`src/rtl/mem_port_arbiter_if.sv`:
```
// rtl/mem_port_arbiter_if.sv - core-side and memory-side bus bundle for mem_port_arbiter
interface mem_port_arbiter_if #(
    parameter int BUS_WIDTH  = 32,
    parameter int RESP_WIDTH = 1
);
    localparam int STRB_WIDTH = BUS_WIDTH / 8;

    // instruction read
    logic                  ir_addr_valid;
    logic                  ir_addr_ready;
    logic [BUS_WIDTH-1:0]  ir_addr;
    logic                  ir_data_valid;
    logic                  ir_data_ready;
    logic [BUS_WIDTH-1:0]  ir_data;

    // data read
    logic                  dr_addr_valid;
    logic                  dr_addr_ready;
    logic [BUS_WIDTH-1:0]  dr_addr;
    logic                  dr_data_valid;
    logic                  dr_data_ready;
    logic [BUS_WIDTH-1:0]  dr_data;

    // data write
    logic                  dw_data_addr_valid;
    logic                  dw_data_addr_ready;
    logic [BUS_WIDTH-1:0]  dw_addr;
    logic [BUS_WIDTH-1:0]  dw_data;
    logic [STRB_WIDTH-1:0] dw_strobe;
    logic                  dw_resp_valid;
    logic                  dw_resp_ready;
    logic [RESP_WIDTH-1:0] dw_resp;

    // shared memory port
    logic                  mem_req_valid;
    logic                  mem_req_ready;
    logic [BUS_WIDTH-1:0]  mem_req_addr;
    logic [BUS_WIDTH-1:0]  mem_req_wdata;
    logic [STRB_WIDTH-1:0] mem_req_strobe;
    logic                  mem_req_write;
    logic                  mem_rsp_valid;
    logic                  mem_rsp_ready;
    logic [BUS_WIDTH-1:0]  mem_rsp_rdata;
    logic [RESP_WIDTH-1:0] mem_rsp_resp;

    // arbiter side
    modport slave (
        input  ir_addr_valid, ir_addr, ir_data_ready,
        output ir_addr_ready, ir_data_valid, ir_data,
        input  dr_addr_valid, dr_addr, dr_data_ready,
        output dr_addr_ready, dr_data_valid, dr_data,
        input  dw_data_addr_valid, dw_addr, dw_data, dw_strobe, dw_resp_ready,
        output dw_data_addr_ready, dw_resp_valid, dw_resp,
        output mem_req_valid, mem_req_addr, mem_req_wdata, mem_req_strobe, mem_req_write,
        input  mem_req_ready,
        input  mem_rsp_valid, mem_rsp_rdata, mem_rsp_resp,
        output mem_rsp_ready
    );

    // environment side: core masters plus memory slave
    modport master (
        output ir_addr_valid, ir_addr, ir_data_ready,
        input  ir_addr_ready, ir_data_valid, ir_data,
        output dr_addr_valid, dr_addr, dr_data_ready,
        input  dr_addr_ready, dr_data_valid, dr_data,
        output dw_data_addr_valid, dw_addr, dw_data, dw_strobe, dw_resp_ready,
        input  dw_data_addr_ready, dw_resp_valid, dw_resp,
        input  mem_req_valid, mem_req_addr, mem_req_wdata, mem_req_strobe, mem_req_write,
        output mem_req_ready,
        output mem_rsp_valid, mem_rsp_rdata, mem_rsp_resp,
        input  mem_rsp_ready
    );
endinterface

```
`src/rtl/mem_port_arbiter.sv`:
```
// rtl/mem_port_arbiter.sv - round-robin 3:1 arbiter for ir/dr/dw onto one memory port
module mem_port_arbiter #(
    parameter int BUS_WIDTH  = 32,
    parameter int RESP_WIDTH = 1
) (
    input  logic                clk,
    input  logic                rst,
    mem_port_arbiter_if.slave   bus
);
    localparam int STRB_WIDTH = BUS_WIDTH / 8;

    // one-hot master encoding shared by grant, prio and win: bit0 ir, bit1 dr, bit2 dw
    localparam logic [2:0] M_IR = 3'b001;
    localparam logic [2:0] M_DR = 3'b010;
    localparam logic [2:0] M_DW = 3'b100;

    typedef enum logic [1:0] {
        IDLE = 2'd0,
        REQ  = 2'd1,
        RSP  = 2'd2
    } state_t;

    state_t                state;
    state_t                state_nxt;
    logic [2:0]            grant;
    logic [2:0]            prio;
    logic [2:0]            req;
    logic [2:0]            win;
    logic                  accept;
    logic                  rsp_fire;
    logic                  granted_rsp_ready;

    logic [BUS_WIDTH-1:0]  req_addr;
    logic [BUS_WIDTH-1:0]  req_wdata;
    logic [STRB_WIDTH-1:0] req_strobe;
    logic                  req_write;
    logic [RESP_WIDTH-1:0] rsp_resp;

    assign req = {bus.dw_data_addr_valid, bus.dr_addr_valid, bus.ir_addr_valid};

    // round-robin pick starting at prio, order ir -> dr -> dw -> ir
    always_comb begin
        win = 3'b000;
        unique case (prio)
            M_DR: begin
                if (req[1])      win = M_DR;
                else if (req[2]) win = M_DW;
                else if (req[0]) win = M_IR;
            end
            M_DW: begin
                if (req[2])      win = M_DW;
                else if (req[0]) win = M_IR;
                else if (req[1]) win = M_DR;
            end
            default: begin
                if (req[0])      win = M_IR;
                else if (req[1]) win = M_DR;
                else if (req[2]) win = M_DW;
            end
        endcase
    end

    // readies are gated by rst so nothing is accepted while reset is held
    assign accept            = (state == IDLE) && rst && (win != 3'b000);
    assign granted_rsp_ready = |(grant & {bus.dw_resp_ready, bus.dr_data_ready, bus.ir_data_ready});
    assign rsp_fire          = (state == RSP) && bus.mem_rsp_valid && granted_rsp_ready;

    // state register; reset aborts any transaction in flight
    always_ff @(posedge clk or negedge rst) begin
        if (!rst) begin
            state <= IDLE;
        end else begin
            state <= state_nxt;
        end
    end

    // next-state: one outstanding transaction, IDLE -> REQ -> RSP -> IDLE
    always_comb begin
        state_nxt = state;
        unique case (state)
            IDLE:    if (accept)            state_nxt = REQ;
            REQ:     if (bus.mem_req_ready) state_nxt = RSP;
            RSP:     if (rsp_fire)          state_nxt = IDLE;
            default:                        state_nxt = IDLE;
        endcase
    end

    // handshake outputs decoded from state and grant
    always_comb begin
        bus.ir_addr_ready      = 1'b0;
        bus.dr_addr_ready      = 1'b0;
        bus.dw_data_addr_ready = 1'b0;
        bus.mem_req_valid      = 1'b0;
        bus.mem_rsp_ready      = 1'b0;
        bus.ir_data_valid      = 1'b0;
        bus.dr_data_valid      = 1'b0;
        bus.dw_resp_valid      = 1'b0;
        unique case (state)
            IDLE: begin
                bus.ir_addr_ready      = accept && win[0];
                bus.dr_addr_ready      = accept && win[1];
                bus.dw_data_addr_ready = accept && win[2];
            end
            REQ: begin
                bus.mem_req_valid = 1'b1;
            end
            RSP: begin
                bus.mem_rsp_ready = granted_rsp_ready;
                bus.ir_data_valid = grant[0] && bus.mem_rsp_valid;
                bus.dr_data_valid = grant[1] && bus.mem_rsp_valid;
                bus.dw_resp_valid = grant[2] && bus.mem_rsp_valid;
            end
            default: ;
        endcase
    end

    // grant/prio bookkeeping and request payload capture at accept
    always_ff @(posedge clk or negedge rst) begin
        if (!rst) begin
            grant      <= 3'b000;
            prio       <= M_IR;
            req_addr   <= '0;
            req_wdata  <= '0;
            req_strobe <= '0;
            req_write  <= 1'b0;
        end else begin
            if (accept) begin
                grant <= win;
                if (win[2]) begin
                    req_addr   <= bus.dw_addr;
                    req_wdata  <= bus.dw_data;
                    req_strobe <= bus.dw_strobe;
                    req_write  <= 1'b1;
                end else begin
                    req_addr   <= win[1] ? bus.dr_addr : bus.ir_addr;
                    req_wdata  <= '0;
                    req_strobe <= '0;
                    req_write  <= 1'b0;
                end
            end else if (rsp_fire) begin
                grant <= 3'b000;
                // the master after the winner gets first look next time
                prio  <= {grant[1:0], grant[2]};
            end
        end
    end

    assign bus.mem_req_addr   = req_addr;
    assign bus.mem_req_wdata  = req_wdata;
    assign bus.mem_req_strobe = req_strobe;
    assign bus.mem_req_write  = req_write;

    // response payloads pass straight through; only the valids say who owns them
    assign rsp_resp    = bus.mem_rsp_resp;
    assign bus.ir_data = bus.mem_rsp_rdata;
    assign bus.dr_data = bus.mem_rsp_rdata;
    assign bus.dw_resp = rsp_resp;
endmodule

```
`src/flat_wrapper.sv`:
```
// flat-port wrapper written by rule: the top's interface ports become plain ports
module mem_port_arbiter_flat 
#(
    parameter int BUS_WIDTH  = 32,
    parameter int RESP_WIDTH = 1
)
  (clk, rst, bus_ir_addr_valid, bus_ir_addr, bus_ir_data_ready, bus_ir_addr_ready, bus_ir_data_valid, bus_ir_data, bus_dr_addr_valid, bus_dr_addr, bus_dr_data_ready, bus_dr_addr_ready, bus_dr_data_valid, bus_dr_data, bus_dw_data_addr_valid, bus_dw_addr, bus_dw_data, bus_dw_strobe, bus_dw_resp_ready, bus_dw_data_addr_ready, bus_dw_resp_valid, bus_dw_resp, bus_mem_req_valid, bus_mem_req_addr, bus_mem_req_wdata, bus_mem_req_strobe, bus_mem_req_write, bus_mem_req_ready, bus_mem_rsp_valid, bus_mem_rsp_rdata, bus_mem_rsp_resp, bus_mem_rsp_ready);
  mem_port_arbiter_if #(.BUS_WIDTH(BUS_WIDTH), .RESP_WIDTH(RESP_WIDTH)) bus_i ();
  input  logic clk;
  input  logic rst;
  input wire logic [$bits(bus_i.ir_addr_valid)-1:0] bus_ir_addr_valid;
  input wire logic [$bits(bus_i.ir_addr)-1:0] bus_ir_addr;
  input wire logic [$bits(bus_i.ir_data_ready)-1:0] bus_ir_data_ready;
  output wire logic [$bits(bus_i.ir_addr_ready)-1:0] bus_ir_addr_ready;
  output wire logic [$bits(bus_i.ir_data_valid)-1:0] bus_ir_data_valid;
  output wire logic [$bits(bus_i.ir_data)-1:0] bus_ir_data;
  input wire logic [$bits(bus_i.dr_addr_valid)-1:0] bus_dr_addr_valid;
  input wire logic [$bits(bus_i.dr_addr)-1:0] bus_dr_addr;
  input wire logic [$bits(bus_i.dr_data_ready)-1:0] bus_dr_data_ready;
  output wire logic [$bits(bus_i.dr_addr_ready)-1:0] bus_dr_addr_ready;
  output wire logic [$bits(bus_i.dr_data_valid)-1:0] bus_dr_data_valid;
  output wire logic [$bits(bus_i.dr_data)-1:0] bus_dr_data;
  input wire logic [$bits(bus_i.dw_data_addr_valid)-1:0] bus_dw_data_addr_valid;
  input wire logic [$bits(bus_i.dw_addr)-1:0] bus_dw_addr;
  input wire logic [$bits(bus_i.dw_data)-1:0] bus_dw_data;
  input wire logic [$bits(bus_i.dw_strobe)-1:0] bus_dw_strobe;
  input wire logic [$bits(bus_i.dw_resp_ready)-1:0] bus_dw_resp_ready;
  output wire logic [$bits(bus_i.dw_data_addr_ready)-1:0] bus_dw_data_addr_ready;
  output wire logic [$bits(bus_i.dw_resp_valid)-1:0] bus_dw_resp_valid;
  output wire logic [$bits(bus_i.dw_resp)-1:0] bus_dw_resp;
  output wire logic [$bits(bus_i.mem_req_valid)-1:0] bus_mem_req_valid;
  output wire logic [$bits(bus_i.mem_req_addr)-1:0] bus_mem_req_addr;
  output wire logic [$bits(bus_i.mem_req_wdata)-1:0] bus_mem_req_wdata;
  output wire logic [$bits(bus_i.mem_req_strobe)-1:0] bus_mem_req_strobe;
  output wire logic [$bits(bus_i.mem_req_write)-1:0] bus_mem_req_write;
  input wire logic [$bits(bus_i.mem_req_ready)-1:0] bus_mem_req_ready;
  input wire logic [$bits(bus_i.mem_rsp_valid)-1:0] bus_mem_rsp_valid;
  input wire logic [$bits(bus_i.mem_rsp_rdata)-1:0] bus_mem_rsp_rdata;
  input wire logic [$bits(bus_i.mem_rsp_resp)-1:0] bus_mem_rsp_resp;
  output wire logic [$bits(bus_i.mem_rsp_ready)-1:0] bus_mem_rsp_ready;
  assign bus_i.ir_addr_valid = bus_ir_addr_valid;
  assign bus_i.ir_addr = bus_ir_addr;
  assign bus_i.ir_data_ready = bus_ir_data_ready;
  assign bus_ir_addr_ready = bus_i.ir_addr_ready;
  assign bus_ir_data_valid = bus_i.ir_data_valid;
  assign bus_ir_data = bus_i.ir_data;
  assign bus_i.dr_addr_valid = bus_dr_addr_valid;
  assign bus_i.dr_addr = bus_dr_addr;
  assign bus_i.dr_data_ready = bus_dr_data_ready;
  assign bus_dr_addr_ready = bus_i.dr_addr_ready;
  assign bus_dr_data_valid = bus_i.dr_data_valid;
  assign bus_dr_data = bus_i.dr_data;
  assign bus_i.dw_data_addr_valid = bus_dw_data_addr_valid;
  assign bus_i.dw_addr = bus_dw_addr;
  assign bus_i.dw_data = bus_dw_data;
  assign bus_i.dw_strobe = bus_dw_strobe;
  assign bus_i.dw_resp_ready = bus_dw_resp_ready;
  assign bus_dw_data_addr_ready = bus_i.dw_data_addr_ready;
  assign bus_dw_resp_valid = bus_i.dw_resp_valid;
  assign bus_dw_resp = bus_i.dw_resp;
  assign bus_mem_req_valid = bus_i.mem_req_valid;
  assign bus_mem_req_addr = bus_i.mem_req_addr;
  assign bus_mem_req_wdata = bus_i.mem_req_wdata;
  assign bus_mem_req_strobe = bus_i.mem_req_strobe;
  assign bus_mem_req_write = bus_i.mem_req_write;
  assign bus_i.mem_req_ready = bus_mem_req_ready;
  assign bus_i.mem_rsp_valid = bus_mem_rsp_valid;
  assign bus_i.mem_rsp_rdata = bus_mem_rsp_rdata;
  assign bus_i.mem_rsp_resp = bus_mem_rsp_resp;
  assign bus_mem_rsp_ready = bus_i.mem_rsp_ready;
  mem_port_arbiter #(.BUS_WIDTH(BUS_WIDTH), .RESP_WIDTH(RESP_WIDTH)) u_core (.clk(clk), .rst(rst), .bus(bus_i));
endmodule
```
`config.mk`:
```
export PLATFORM = sky130hd
export DESIGN_NAME = mem_port_arbiter_flat
export DESIGN_NICKNAME = d
export VERILOG_FILES = /design/src/rtl/mem_port_arbiter_if.sv /design/src/rtl/mem_port_arbiter.sv /design/src/flat_wrapper.sv
export SDC_FILE = /design/constraint.sdc
export NUM_CORES = 1
export LEC_CHECK = 0
export CAP_MARGIN = 25
export CORE_MARGIN = 5
export CORE_UTILIZATION = 31
export DETAILED_ROUTE_END_ITERATION = 8
export PLACE_DENSITY = 0.78
export SYNTH_ARGS = -nofsm -noshare
export SYNTH_HDL_FRONTEND = slang
export SYNTH_SLANG_ARGS = --single-unit
```
`constraint.sdc`:
```
create_clock -name clk -period 1.8 [get_ports clk]
set_clock_uncertainty 0.2 [all_clocks]
set_input_delay 0.45 -clock clk [delete_from_list [all_inputs] [get_ports clk]]
set_output_delay 0.45 -clock clk [all_outputs]
set_load 0.005 [all_outputs]
```
Word level (Yosys, flattened, before mapping)

Index checks and enable logic that the tools add are counted.

Register bits: 77
Input bits: 175
Output and inout port bits: 142
Logic and storage cells: 61

Equality and inequality tests: 7
Muxes and demuxes: 29
Bitwise logic cells: 2
Reductions and logical operators: 16

Operator list:

| kind                 | count |
|---|---|
| $mux W32             | 3 |
| $mux W3              | 9 |
| $logic_and A1 B1 Y1  | 10 |
| $mux W1              | 10 |
| $mux W2              | 4 |
| $pmux W2 S3          | 1 |
| $pmux W3 S2          | 1 |
| $mux W4              | 1 |
| $ne A2 B1 Y1 const B | 2 |
| $and A3 B3 Y3        | 1 |
| $eq A3 B2 Y1 const B | 1 |
| $eq A3 B3 Y1 const B | 1 |
| $reduce_and A3 Y1    | 1 |
| $reduce_bool A3 Y1   | 1 |
| $reduce_or A3 Y1     | 1 |
| $eq A2 B1 Y1 const B | 1 |
| $eq A2 B2 Y1 const B | 1 |
| $logic_not A2 Y1     | 1 |
| $ne A2 B2 Y1 const B | 1 |
| $reduce_and A2 Y1    | 1 |
| $reduce_bool A2 Y1   | 1 |
| $not A1 Y1           | 1 |

Depth between registers and ports, before layout

Gate-level depths: netlist of the first run.

Depth after elaboration: 8
Depth in mapped cells: 6
Gate-level depth less buffers: 4

Worst setup path after synthesis of the first run

Ideal clock, no wire load.

Path kind: input to output
Start: in bus_dr_addr_valid
End: out bus_dw_data_addr_ready
Arrival time: 1.335 ns
Required time: 1.150 ns
Slack: -0.185 ns
Stages: 5
Buffers on the path: 2
Path through: buf_2 -> o21ai_1 -> o311ai_4 -> nor2_4 -> buf_6

Word-level cells in the longest chain between the ends: 8
Elaborated cells on any way between the ends: 11
Classes of those cells: mux (8); reduce/logical (3)

RTL lines:

| what                    | line                    | source |
|---|---|---|
| start: declaration      | flat_wrapper.sv:17      | `input wire logic [$bits(bus_i.dr_addr_valid)-1:0] bus_dr_addr_valid;` |
| $mux W2                 | mem_port_arbiter.sv:53  | `else if (req[1]) win = M_DR;` |
| $mux W3                 | mem_port_arbiter.sv:52  | `else if (req[0]) win = M_IR;` |
| $mux W3                 | mem_port_arbiter.sv:51  | `if (req[2]) win = M_DW;` |
| $pmux W3 S2 (*)         | mem_port_arbiter.sv:44  | `unique case (prio)` |
| $reduce_bool A3 Y1      | mem_port_arbiter.sv:64  | `assign accept = (state == IDLE) && rst && (win != 3'b000);` |
| $logic_and A1 B1 Y1     | mem_port_arbiter.sv:64  |  |
| $logic_and A1 B1 Y1 (*) | mem_port_arbiter.sv:102 | `bus.dw_data_addr_ready = accept && win[2];` |
| $mux W1 (*)             | mem_port_arbiter.sv:98  | `unique case (state)` |
| end: declaration        | flat_wrapper.sv:28      | `output wire logic [$bits(bus_i.dw_data_addr_ready)-1:0] bus_dw_data_addr_ready;` |

Every way passes the cells marked *; elsewhere a longest branch is shown, timed or not.

Final worst setup path of the first run

Start: reg u_core.prio[0]
End: out bus_dr_addr_ready

Word-level cells in the longest chain between the ends: 6
Elaborated cells on any way between the ends: 7
Classes of those cells: eq/ne (2); mux (2); reduce/logical (3)

RTL lines:

| what                                         | line                    | source |
|---|---|---|
| start: declaration                           | mem_port_arbiter.sv:26  | `logic [2:0] prio;` |
| start signal: assignment                     | mem_port_arbiter.sv:143 | `prio <= {grant[1:0], grant[2]};` |
| $eq A3 B3 Y1 or $eq A3 B2 Y1 (tied branches) | mem_port_arbiter.sv:44  |  |
| $pmux W3 S2 (*)                              | mem_port_arbiter.sv:44  |  |
| $reduce_bool A3 Y1                           | mem_port_arbiter.sv:64  |  |
| $logic_and A1 B1 Y1                          | mem_port_arbiter.sv:64  |  |
| $logic_and A1 B1 Y1 (*)                      | mem_port_arbiter.sv:101 | `bus.dr_addr_ready = accept && win[1];` |
| $mux W1 (*)                                  | mem_port_arbiter.sv:98  |  |
| end: declaration                             | flat_wrapper.sv:20      | `output wire logic [$bits(bus_i.dr_addr_ready)-1:0] bus_dr_addr_ready;` |

Marks and branches as above.

==> results of run 1 <==
==> per-stage QoR <==
stage	setup slack [ps]	instance area, um^2	power (mW)	std cells	util [%]
final	-436	7610	10.2	804	57.7
after global routing	-484	7610	10.7	804	57.7
after CTS	-432	7170	9.66	788	54.4
after detailed placement	-972	6220	7.08	742	47.2
after global placement	-954	6220	6.97	742	47.2
after floorplan	-68.3	4200	4.69	414	-
==> logic make-up (layout without fill, tap and decap cells) <==
| family | Yosys count | after routing | synth area share, % |
|---|---|---|---|
| muxes | 3 | 3 | 0.812 |
| buffers and inverters | 101 | 315 | 16.1 |
| xor gates and xnor gates | 1 | 1 | 0.211 |
| AOI/OAI and AO/OA | 147 | 147 | 25.4 |
| and+or+nand+nor | 85 | 85 | 11.0 |
| DFF | 77 | 77 | 46.4 |
==> flip-flops by register name (all words and copies together), names as in the netlist <==
signal	count
u_core.bus.mem_req_write	1
u_core.bus.mem_req_strobe	4
u_core.bus.mem_req_addr	32
u_core.state	2
u_core.grant	3
u_core.prio	3
u_core.bus.mem_req_wdata	32
==> layer usage <==
metal | GRT usage (%) | part of all wire [%]
met1 | 22.7 | 39
met3 | 5.08 | 7.7
met5 | 0 | 0
met4 | 6.44 | 2.3
met2 | 35.1 | 51
==> report_power, final <==
group	internal [mW]	total [mW]	switching, mW
clock network	1.12	1.87	0.746
registers	2.47	2.89	0.418
logic	3.04	5.41	2.37
==> repair_timing <==
item                                    4_1_cts  5_1_grt
endpoints found under the setup margin      152       84
buffers inserted                             29       16
resized for setup                           182       42
gates cloned                                  8        3
pin swaps                                    61       56
==> Yosys cell counts (all sizes together), types with 2 or more instances <==
cell | instances | area (um^2)
dfrtp | 76 | 1900
buf | 74 | 566
o21ai | 67 | 339
a22o | 37 | 324
and3 | 35 | 219
nand2 | 33 | 124
a221oi | 32 | 280
clkbuf | 25 | 97.6
nor2 | 4 | 22.5
mux2 | 3 | 33.8
nor2b | 3 | 18.8
a31o | 2 | 17.5
inv | 2 | 7.51
nand2b | 2 | 12.5
nor3b | 2 | 15.0
==> final timing paths <==
kind | endpoint | slack, ps
setup / recovery | bus_dr_addr_ready | -440
hold / removal | u_core.bus.mem_req_wdata[12] | 50
setup reg to reg | u_core.bus.mem_req_addr[29] | -370
hold reg to reg | u_core.bus.mem_req_write | 270
max in group asynchronous | u_core.prio[0] | 720
min in group clk | u_core.bus.mem_req_write | 270
==> layout by cell type (no fill, tap or decap), types with 3 or more instances in the layout <==
cell type and instances:
a221oi_4 14, nand2_1 33, buf_4 37, mux2_4 3, clkdlybuf4s50_1 134, buf_12 12, o21ai_0 32, and3_1 33
dfrtp_1 74, buf_16 8, a22o_1 37, buf_6 25, a221oi_2 18, clkbuf_16 11, dlygate4sd2_1 73, o21ai_1 33
==> critical path: stages, from the launching register on <==
cell and delay (ps):
dfstp_2 580, nand4bb_1 170, nand4_1 230, nor2_4 160, buf_6 110
==> final cells by class <==
type                       instances  area share (%)
clock inverter                     6           0.905
tap                              176            2.89
clock buffer                      10            3.14
sequential                        77            25.4
multi-input combinational        236            26.9
inverter                           2           0.132
timing repair buffer             297            40.7
==> impl_results.md, run 1 <==
* Status: finished with violations
* Failing checks: negative setup slack
* TritonCTS clock tree: built
* Fmax achieved at 0.447 GHz
* Vias in the first global route at 4440
* DR WL/cell at 21.0 um
* Multi-input logic area at 2040 um^2
* Power Density at 1340 nW/um^2
* # rows at 42
* Worst Tran Pin Value at 451 ps
* Critical path arrival at 1590 ps
* Max-cap violations at 0
* RSZ-0062 raised after global routing: yes
* Main synth FF type: dfrtp_1
* Fraction of layout cells with a size suffix above 1 at 25.6%
* Critical Path RT at 1150 ps
* Synth cell types at 38
* Max FO, Critical Path at 4
* EDFF count, synth at 0
* Synth warnings at 0
* Clk pin slew, worst setup/hold paths at 60 ps
* Syn_nets at 589
* Final setup viols at 82
* Sequential Area at 1930 um^2
* DRC violations left at 0
* Period Utilization, post-route at 124%
* Die area at 15800 um^2
* DRT iter0 DRCs at 183
* Slew Limit Fails at 0
* Min cycle time layout at 2240 ps
* Final Hold Vio Count at 0
* R2r worst-path depth at 7
* Setup TNS at -17330 ps
* Overflow left after global routing at 0
* First-pass GRT wire length at 24.8 mm
* Initial Util at 31.5%
* Root Buffer: clkbuf_16
* Core footprint at 13200 um^2
* Synthesized area at 4160 um^2
* Worst Setup End Kind: primary output
* Reg2reg start: u_core.prio[0]
* Synth async-reset ratio at 100%
* Filler cells at 1084
* Sequential fraction of the synthesis area at 46.4%
* Cts bufs inserted at 9
* Slew headroom at 70.0%
* Min-delay worst type: input pin to asynchronous set/reset pin
* Mean Syn Cell Area at 10.0 um^2
* Min Hold Slack at 49.5 ps
* CP Launch Type: flop
* Initial antenna violation count at 0
* IO Port Bufs at 218
* Bufs on Longest Clock Path at 2
* Clk Latency, worst-skew pair at 340 ps
* GPL Wtd Cong at 0.852
* Largest net degree at the start of global routing at 78
* Antenna diode count at 0
* # nets final at 798
* Post-DRT Antenna Nets at 0
* DPL Wire Length at 10.7 mm
* Post-route setup slack at -436 ps
* # hold bufs at CTS at 0
* Crit path launch: u_core.prio[0]
* Peak supply drop at 0.000567 V
* IO Count at 317
* Layout area overhead at 83.0%
* WL final at 16.9 mm
* H-tree Lvls at 3
* CTS sink count at 77
* Cells after Synth at 414
* Die Ht at 126 um
* Pleak at 3.52 nW
* Tot GR Track Use at 19.5%
* Via count at 4212
* Via-to-Cell Ratio at 5.24
* DRT Pass-1 Iters at 4
* Die width at 126 um
* Critical path class: flop to primary output
* Flops & latches, synth at 77
Power figures use the tool's default switching activity.
==> inputs of run 2 (changes only) <==
--- a/config.mk
+++ b/config.mk
@@ -5,7 +5,7 @@
 export SDC_FILE = /design/constraint.sdc
 export NUM_CORES = 1
 export LEC_CHECK = 0
-export CAP_MARGIN = 25
+export CORE_ASPECT_RATIO = 0.75
 export CORE_MARGIN = 5
 export CORE_UTILIZATION = 31
 export DETAILED_ROUTE_END_ITERATION = 8
==> constraint.sdc (replaced) <==
create_clock -name clk -period 1.9 [get_ports clk]
set_clock_uncertainty 0.2 [all_clocks]
set_input_delay 0.475 -clock clk [delete_from_list [all_inputs] [get_ports clk]]
set_output_delay 0.475 -clock clk [all_outputs]
set_load 0.005 [all_outputs]
==> impl_results.md, run 2 (same netlist as run 1, synthesis figures left out) <==
* Initial antenna violation count at 0
* Slew Limit Fails at 0
* Worst Setup End Kind: primary output
* CP Launch Type: flop
* Fraction of layout cells with a size suffix above 1 at 21.5%
* DRC violations left at 0
* Slew headroom at 35.0%
* Most frequent cells in the layout: 158 x clkdlybuf4s50_1, 75 x dfrtp_1, 38 x dlymetal6s2s_1
* Largest net degree at the start of global routing at 78
* Fmax achieved at 0.452 GHz
* Vias in the first global route at 4048
* Filler cells at 1121
* TritonCTS clock tree: built
* Overflow left after global routing at 0
* Antenna diode count at 0
* First-pass GRT wire length at 21.0 mm
* Final Hold Vio Count at 0
* Layout area overhead at 72.6%
* Clk pin slew, worst setup/hold paths at 60 ps
* Min-delay worst type: flop to flop
* Max-cap violations at 0
* CP Cell Sequence: or4bb_1, nand3_1, a31oi_2, buf_2
* Die Ht at 110 um
* Peak supply drop at 0.000620 V
* Core footprint at 13100 um^2
* Bufs on Longest Clock Path at 2
* DRT Pass-1 Iters at 5
* Clk Latency, worst-skew pair at 330 ps
* Via count at 4065
* CP top delay family: simple AND/OR/NAND/NOR gates
* Failing checks: negative setup slack
* Cts bufs inserted at 9
* Post-route setup slack at -310 ps
* Tot GR Track Use at 16.6%
* IO Count at 317
* # nets final at 770
* Critical Path RT at 1220 ps
* Initial Util at 31.8%
* Root Buffer: clkbuf_16
* Buf+Inv Stages, Crit Path at 1
* RSZ-0062 raised after global routing: yes
* DR WL/cell at 19.4 um
* # rows at 36
* Post-DRT Antenna Nets at 0
* Status: finished with violations
* CP max stage cell: or4bb_1
* Die area at 15900 um^2
* Setup TNS at -5650 ps
* DRT iter0 DRCs at 212
* Final setup viols at 40
* DPL Wire Length at 10.2 mm
* Max incr delay on CP at 480 ps
* CTS sink count at 77
* Critical path arrival at 1540 ps
* Final Cell Area at 7180 um^2
* Worst Tran Pin Value at 976 ps
* H-tree Lvls at 3
* Pleak at 3.59 nW
* Placed inst area at 6200 um^2
* Most common library cell in the layout ignoring fill and taps: clkdlybuf4s50_1
* GPL Wtd Cong at 0.830
* WL final at 15.0 mm
* Die width at 144 um
* Via-to-Cell Ratio at 5.27
* Min cycle time layout at 2210 ps
* Critical path class: flop to primary output
* Power Density at 1270 nW/um^2
* Period Utilization, post-route at 116%
* IO Port Bufs at 218
* Max FO, Critical Path at 4
run 2: changes by cell type in the layout (fill, tap and decap cells not counted), moves of 7 or more:
| cell | before | now |
|---|---|---|
| clkdlybuf4s50_1 | 134 | 158 |
| dlygate4sd2_1 | 73 | 11 |
| a221oi_4 | 14 | 7 |
| buf_6 | 25 | 11 |
| buf_16 | 8 | 1 |
| dlymetal6s2s_1 | 0 | 38 |
| a221oi_2 | 18 | 25 |
run 2: through the flow:
step	total power, mW	std cells	worst slack (ps)	hold slack, ps	utilization, %
floorplan	4.43	414	-13.3	-20.6	-
global placement	6.55	733	-913	259	47.4
detailed placement	6.66	733	-947	271	47.4
CTS	8.66	756	-316	286	50.4
global route	9.70	771	-371	303	54.9
finish	9.14	771	-310	284	54.9
run 2: final cells by class:
type | count | area, um^2 | area share [%]
clock inverter | 6 | 95.1 | 1.32
multi-input combinational | 236 | 1910 | 26.7
inverter | 2 | 7.51 | 0.105
tap | 171 | 214 | 2.98
clock buffer | 10 | 229 | 3.19
sequential | 77 | 1930 | 26.9
timing repair buffer | 269 | 2790 | 38.8
run 2: tightest hold or removal path: stages, from the launching register on:
cell	delay, ps
dfrtp_1	340
nand2_1	50
o21ai_1	60
run 2: metal layers:
metal	GRT usage [%]	share of wire, %
met2	28.7	49
met5	0	0
met3	6.04	9.6
met4	4.77	2.3
met1	19.7	39
run 2: report_power, final:
group          internal, mW  switching, mW  total, mW  leakage, nW
combinational          2.58           1.95       4.53         2.45
sequential             2.34          0.399       2.74        0.996
clock                  1.16          0.704       1.87        0.151
run 2: final timing paths:
check                                           start                           to  slack [ps]  cells past startpoint
setup / recovery                       u_core.prio[2]            bus_ir_addr_ready        -310                      4
hold / removal             u_core.bus.mem_req_addr[1]   u_core.bus.mem_req_addr[1]         280                      2
setup reg to reg                       u_core.prio[2]  u_core.bus.mem_req_addr[20]        -190                      8
hold reg to reg            u_core.bus.mem_req_addr[1]   u_core.bus.mem_req_addr[1]         280                      2
max in group asynchronous                         rst               u_core.prio[2]         550                      3
min in group asynchronous                         rst   u_core.bus.mem_req_addr[3]         290                      3
run 2: repair_timing:
item,4_1_cts,5_1_grt
setup buffers,7,15
gates resized for setup,64,95
endpoints found under the setup margin,88,127
cloned,0,2
hold buffers,0,0
hold endpoints to repair,0,0
pin swaps,8,56
